--- src/rtl/port_out_uart_tx.sv ---
// PortOut word buffer + UART serializer: each 32-bit word goes out as four 8N1 frames, LSB byte first.
// Optional build macro UART_TX_PARITY_EN switches the frames to 8E1 (adds a PARITY bit time).
module port_out_uart_tx #(
  parameter int BAUD_DIV   = 434,
  parameter int FIFO_DEPTH = 4
) (
  input  logic                          clk,
  input  logic                          reset,
  input  logic                          wr_en,
  input  logic [31:0]                   wr_data,
  output logic                          full,
  output logic [$clog2(FIFO_DEPTH):0]   fifo_count,
  output logic                          overflow,
  output logic                          busy,
  output logic                          tx
);

  localparam int PW = $clog2(FIFO_DEPTH);
  localparam int CW = PW + 1;

  typedef enum logic [2:0] {
    S_IDLE,
    S_START,
    S_DATA,
`ifdef UART_TX_PARITY_EN
    S_PARITY,
`endif
    S_STOP
  } state_t;

  state_t          state_q, state_d;
  logic [15:0]     baud_q, baud_d;
  logic [2:0]      bit_q, bit_d;
  logic [1:0]      byte_q, byte_d;
  logic [31:0]     shift_q, shift_d;
  logic            tx_q, tx_d;
  logic [PW-1:0]   wr_ptr_q, wr_ptr_d;
  logic [PW-1:0]   rd_ptr_q, rd_ptr_d;
  logic [CW-1:0]   count_q, count_d;
  logic            full_q, full_d;
  logic            ovf_q, ovf_d;
  logic            push, pop, baud_last;
  logic [31:0]     mem_q [FIFO_DEPTH];

  // FIFO bookkeeping; a write while full is dropped even if a pop happens on the same edge
  always_comb begin
    push     = wr_en && !full_q;
    pop      = (state_q == S_IDLE) && (count_q != '0);
    wr_ptr_d = push ? wr_ptr_q + 1'b1 : wr_ptr_q;
    rd_ptr_d = pop ? rd_ptr_q + 1'b1 : rd_ptr_q;
    count_d  = count_q + CW'(push) - CW'(pop);
    full_d   = (count_d == CW'(FIFO_DEPTH));
    ovf_d    = ovf_q | (wr_en & full_q);
  end

  always_ff @(posedge clk) begin
    if (push) mem_q[wr_ptr_q] <= wr_data;
  end

  always_comb begin
    state_d   = state_q;
    baud_d    = baud_q;
    bit_d     = bit_q;
    byte_d    = byte_q;
    shift_d   = shift_q;
    baud_last = (baud_q == 16'(BAUD_DIV - 1));
    case (state_q)
      S_IDLE: begin
        if (pop) begin
          shift_d = mem_q[rd_ptr_q];
          byte_d  = 2'd0;
          baud_d  = '0;
          state_d = S_START;
        end
      end
      S_START: begin
        if (baud_last) begin
          baud_d  = '0;
          bit_d   = 3'd0;
          state_d = S_DATA;
        end else begin
          baud_d = baud_q + 16'd1;
        end
      end
      S_DATA: begin
        if (baud_last) begin
          baud_d = '0;
          if (bit_q == 3'd7) begin
`ifdef UART_TX_PARITY_EN
            state_d = S_PARITY;
`else
            state_d = S_STOP;
`endif
          end else begin
            bit_d = bit_q + 3'd1;
          end
        end else begin
          baud_d = baud_q + 16'd1;
        end
      end
`ifdef UART_TX_PARITY_EN
      S_PARITY: begin
        if (baud_last) begin
          baud_d  = '0;
          state_d = S_STOP;
        end else begin
          baud_d = baud_q + 16'd1;
        end
      end
`endif
      S_STOP: begin
        if (baud_last) begin
          baud_d = '0;
          if (byte_q != 2'd3) begin
            byte_d  = byte_q + 2'd1;
            shift_d = {8'd0, shift_q[31:8]};
            state_d = S_START;
          end else begin
            state_d = S_IDLE;
          end
        end else begin
          baud_d = baud_q + 16'd1;
        end
      end
      default: state_d = S_IDLE;
    endcase
  end

  // tx is a registered decode of the current state, so it trails the FSM by one clock
  always_comb begin
    tx_d = 1'b1;
    case (state_q)
      S_START:  tx_d = 1'b0;
      S_DATA:   tx_d = shift_q[bit_q];
`ifdef UART_TX_PARITY_EN
      S_PARITY: tx_d = ^shift_q[7:0];
`endif
      default:  tx_d = 1'b1;
    endcase
  end

  always_ff @(posedge clk or negedge reset) begin
    if (!reset) begin
      state_q  <= S_IDLE;
      baud_q   <= '0;
      bit_q    <= '0;
      byte_q   <= '0;
      shift_q  <= '0;
      tx_q     <= 1'b1;
      wr_ptr_q <= '0;
      rd_ptr_q <= '0;
      count_q  <= '0;
      full_q   <= 1'b0;
      ovf_q    <= 1'b0;
    end else begin
      state_q  <= state_d;
      baud_q   <= baud_d;
      bit_q    <= bit_d;
      byte_q   <= byte_d;
      shift_q  <= shift_d;
      tx_q     <= tx_d;
      wr_ptr_q <= wr_ptr_d;
      rd_ptr_q <= rd_ptr_d;
      count_q  <= count_d;
      full_q   <= full_d;
      ovf_q    <= ovf_d;
    end
  end

  assign full       = full_q;
  assign fifo_count = count_q;
  assign overflow   = ovf_q;
  assign busy       = (state_q != S_IDLE);
  assign tx         = tx_q;

endmodule
--- config.mk ---
export PLATFORM = sky130hd
export DESIGN_NAME = port_out_uart_tx
export DESIGN_NICKNAME = d
export VERILOG_FILES = /design/src/rtl/port_out_uart_tx.sv
export SDC_FILE = /design/constraint.sdc
export NUM_CORES = 1
export LEC_CHECK = 0
export CELL_PAD_IN_SITES_DETAIL_PLACEMENT = 1
export CELL_PAD_IN_SITES_GLOBAL_PLACEMENT = 1
export CORE_MARGIN = 10
export CORE_UTILIZATION = 52
export CTS_CLUSTER_SIZE = 10
export DETAILED_ROUTE_END_ITERATION = 16
export HOLD_SLACK_MARGIN = 0.05
export PLACE_DENSITY = 0.8
export SYNTH_ARGS = -nofsm -noshare
export SYNTH_HDL_FRONTEND = slang
export SYNTH_SLANG_ARGS = --single-unit
--- constraint.sdc ---
create_clock -name clk -period 2.9 [get_ports clk]
set_input_delay 0.58 -clock clk [delete_from_list [all_inputs] [get_ports clk]]
set_output_delay 0.58 -clock clk [all_outputs]
set_load 0.02 [all_outputs]
Word level (Yosys, flattened, before mapping) --
Memories as Yosys holds them, arrays and structs flattened. Index checks and enable logic that the tools add are counted.
Cells by class: mux-type cells 27, reductions and logical operators 14, $lt $le $gt $ge 1, bitwise gates (word level) 2, equality and inequality tests 14, $add $sub $neg 7
Operators by type and width (number):
- $mux W32 | 3
- $pmux W32 S2 | 1
- $mux W16 | 2
- $pmux W16 S2 | 1
- $mux W3 | 8
- $add A16 B1 Y16 const B | 1
- $eq A16 B9 Y1 const B | 1
- $ne A2 B2 Y1 const B | 8
- $pmux W3 S4 | 1
- $reduce_and A4 Y1 | 2
- $add A2 B1 Y2 const B | 3
- $eq A3 B2 Y1 const B | 2
- $eq A3 B3 Y1 const B | 2
- $lt A3 B6 Y1 const B | 1
- $mux W2 | 3
- $pmux W3 S2 | 1
- $reduce_bool A2 Y1 | 3
- $reduce_bool A3 Y1 | 2
- $reduce_and A5 Y1 | 1
- $mux W1 | 4
- $pmux W2 S2 | 1
- $add A3 B1 Y3 | 1
- $add A3 B1 Y3 const B | 1
- $bmux W1 S3 | 1
- other kinds (10) | 11
Word-level totals: output and inout bits 7, register bits 66, RAM bits 128, memories kept 1, word-level logic and storage cells 77, bits of input ports 35
Memory list:
- mem_q | depth 4, bits a word 32, read ports 1, clocked after memory_dff 0, wr ports 1, line 43 | logic [31:0] mem_q [FIFO_DEPTH];

Longest topological paths before layout --
word-level depth 5, gate-level depth with buffers 12, gate-level depth less buffers 12

Worst setup path before layout --
OpenSTA, ideal clock, no wires.
path type input to register, from in wr_en, to reg full_q, in the netlist full, path slack 0.525 ns, arrival 2.287 ns, buffers on the path 1, data required time 2.812 ns, stages 11, setup time 0.088 ns, cell sequence nor2b_1 > clkbuf_1 > inv_1 > ha_1 > inv_1 > ha_1 > inv_1 > fa_1 > xnor2_1 > xnor2_1 > nor3b_1
On the way: longest elaborated chain between the ends 4
RTL lines:
- from (decl) | line 9 | input logic wr_en,
- $logic_and A1 B1 Y1 | line 47 | push = wr_en && !full_q;
- $add A3 B1 Y3 | line 51 | count_d = count_q + CW'(push) - CW'(pop);
- $sub A3 B1 Y3 | line 51
- named net count_d[2] | line 39 | logic [CW-1:0] count_q, count_d;
- $eq A3 B3 Y1 | line 52 | full_d = (count_d == CW'(FIFO_DEPTH));
- named net full_d | line 40 | logic full_q, full_d;
- to (signal assigned) | line 165 | full_q <= full_d;
- to (decl) | line 40
The timed path passes the listed nets, and every way through them passes these cells. A chain may end at the register's enable or synchronous reset.

Final worst setup path --
from reg baud_q[1], to reg shift_q[16]
On the way: longest elaborated chain between the ends 3
RTL lines:
- from (decl) | line 32 | logic [15:0] baud_q, baud_d;
- from (signal assigned) | line 157 | baud_q <= baud_d;
- $eq A16 B9 Y1 | line 66 | baud_last = (baud_q == 16'(BAUD_DIV - 1));
- $ne A2 B2 Y1 (no source line)
- $reduce_and A4 Y1 (no source line)
- to (signal assigned) | line 160 | shift_q <= shift_d;
- to (decl) | line 35 | logic [31:0] shift_q, shift_d;
Every way passes these cells.

==> results.yml <==
yosys:
  yosys.cell_types.count: 48
  synth_seq_area_share_pct: 66.5
  syn_nets: 517
  synth.area.top_cells: "edfxtp_1, dfrtp_1, mux4_2, mux2_4, mux2_2"
  synth_top_area_share_pct: 46.7
  syn_inst: 465
  postSynthAreaPerCell_um2: 17.7
  synth_top_area_cell: "edfxtp_1"
  async_reset_ff_share_pct: 33.7
  synth_edf_count: 128
  synth_flop_cell: "edfxtp_1"
  yosys_warnings: 0
  ys_ff_latch: 193
  netlist_area_um2: 8230
floorplan:
  core_area_um2: 15400
  die_h_um: 146
  num_io_pins: 42
  rows: 45
  start_util_pct: 53.5
  dieWidth_um: 146
  die-area_um2: 21200
worst_setup_path:
  required_ns: 3.22
  cp_max_fo: 18
  critPathArrivalTime_ns: 3.00
  path_cells: "inv_1 > ha_1 > nor3b_1 > nand4_2 > o22ai_4 > buf_12 > mux2_2"
  worst_setup_path_end_kind: "flop"
  cp_slowest_stage_delay_ns: 0.70
  path_class: "flop to flop"
  critical-path-slowest-cell: "o22ai_4"
  critPathLaunchType: "flop"
cells_and_area:
  final_nets: 569
  antennaDiodeCount: 0
  area_delta_synth_final_pct: 15.7
  drive_above_1_share_pct: 27.2
drt:
  drc_errors: 0
  postRouteWirelength_um: 17100
  firstDrtPassIters: 4
  via_per_inst: 5.66
  drtIter0Drc: 264
  avgRoutedWirePerCell_um: 23.1
  vias: 4194
  ant_nets: 0
clock_network:
  clkLatencyLatePin_ns: 0.44
  clk_pin_slew_ns: 0.07
  postCtsSetupRepairBufs: 0
  htreeDepth: 4
  cts_buffer_depth: 2
  ctsHoldBuffers: 0
  cts_resized: 0
  cts_tree: "yes"
  root_buffer: "clkbuf_16"
  cts_sinks: 193
  cts_made_buffers: 17
placed_design:
  dp_hpwl_um: 10600
  numPortBuffers: 41
  gp_congestion: 0.786
timing:
  worst_hold_slack_ns: 0.139
  maxSlewViolCount: 0
  finClkSkew_ns: 0.00843
  setup_viol: 0
  post-route-period-util_pct: 92.6
  period_minus_slack_ns: 2.69
  clock.fmax_mhz: 372
  timing.setup.tns_ns: 0
  hold_viol: 0
  rsz0062_at_grt: "false"
  worst_pin_slew_ns: 0.834
  slew_headroom_pct: 44.4
run_status:
  status: "finished clean"
grt:
  grtUsageTotal_pct: 17.0
  antenna_found_initial: 0
  grt_max_degree: 66
  grt_pass1_wl_um: 28000
  grt_pass1_vias: 4854
  grt.overflow.total: 0
power_and_ir_drop:
  p_per_area_nw_per_um2: 1040
  peakVddDrop_mv: 0.625
  p_leak_nw: 3.51
worst_hold_path:
  hp-class: "primary input to async pin"
flow_run:
  maxCapViolations: 0
[layout by cell type (no fill, tap or decap), drive strengths merged, types with 2 or more instances in the layout]
master and count:
nor2 4, xor2 2, and3 3, inv 25, nand2b 2, clkbuf 18
nor2b 11, mux2i 4, clkinv 4, or4 7, dfrtp 64, nor3b 2
xnor2 5, mux2 58, clkdlybuf4s50 40, edfxtp 128, buf 14, nand2 22
and2 4, ha 16, or3 2, a22o 4, o31ai 6, a21oi 9
o22ai 3, mux4 34, o311ai 2, a21o 2, nand4 3, o21ai 7
nor4 2, nand3 8, and4 2, nor3 2
[cell usage after synthesis, types with 3 or more instances]
cell	count
dfrtp_1	64
nand3_1	8
nand2_1	21
nor2b_1	11
nor2_1	4
mux2_2	29
inv_1	17
or4_1	7
a22o_1	4
mux4_2	34
edfxtp_1	128
o31ai_1	6
and3_1	3
mux2_4	29
ha_1	16
buf_8	3
buf_2	6
mux2i_1	4
xnor2_1	5
and2_1	4
o21ai_0	7
a21oi_1	9
clkbuf_1	9
[critical path: cells and delay by family, from the launching register on]
kind / cells / cell delay (ns)
AOI/OAI and AO/OA: 1 / 0.70
and+or+nand+nor: 2 / 0.58
DFF: 1 / 0.43
muxes: 1 / 0.36
buffers and inverters: 2 / 0.35
adders and majority gates: 1 / 0.13
[report_power, final]
part / internal, mW / switching [mW]
sequential: 3.68 / 0.360
combinational: 1.88 / 1.67
clock: 1.21 / 1.08
total: 6.77 / 3.11
[layout make-up]
class | instances | area [µm²]
Clock buffer | 18 | 429
Clock inverter | 14 | 143
Fill cell | 1330 | 5850
Inverter | 17 | 63.8
Multi-Input combinational cell | 234 | 2550
Sequential cell | 193 | 5470
Tap cell | 211 | 264
Timing Repair Buffer | 54 | 591
[path summary, 6_finish.rpt]
| kind | slack (ns) | depth (start not counted) | end | startpoint |
|---|---|---|---|---|
| max in group asynchronous | 2.42 | 2 | rd_ptr_q[0] | reset |
| worst max-delay path | 0.21 | 7 | shift_q[16] | baud_q[1] |
| worst min register to register | 0.47 | 1 | overflow | overflow |
| min in group clk | 0.47 | 1 | overflow | overflow |
| worst max register to register | 0.21 | 7 | shift_q[16] | baud_q[1] |
| worst min-delay path | 0.14 | 2 | baud_q[2] | reset |
[state kept, by name (all words and copies together) (netlist names)]
signal	flops
baud_q	16
bit_q	3
byte_q	2
fifo_count	3
full	1
mem_q	128
overflow	1
rd_ptr_q	2
shift_q	32
state_q	2
tx	1
wr_ptr_q	2
[routing by layer]
layer / up-vias / routed length (µm) / global-route usage, %
met5: - / 0 / 0
met4: 0 / 262 / 5.97
met3: 24 / 447 / 4.07
met2: 58 / 9330 / 30.1
met1: 2212 / 7070 / 19.7
li1: 1900 / - / -
[cell families after synthesis]
group                    count (synthesis)  share of synthesized area [%]
AO/OA/AOI/OAI                           36                           3.03
multiplexers                            96                           19.1
flip-flops                             193                           66.5
adder cells (fa/ha/maj)                 17                           2.68
XOR/XNOR                                 7                          0.745
AND/OR/NAND/NOR                         78                           5.54
buffers and inverters                   38                           2.43
[through the flow]
step	setup WS, ns	util, %	instances	cell area [µm²]	total power, mW
2_1_floorplan	0.525	-	465	8230	6.61
5_1_grt	0.0314	61.9	741	9520	10.4
4_1_cts	0.195	61.9	741	9520	10.0
6_report	0.213	61.9	741	9520	9.88
3_3_place_gp	0.173	58.2	709	8940	7.43
3_5_place_dp	0.0144	58.2	709	8940	7.64
(Power assumes the default switching activity.)
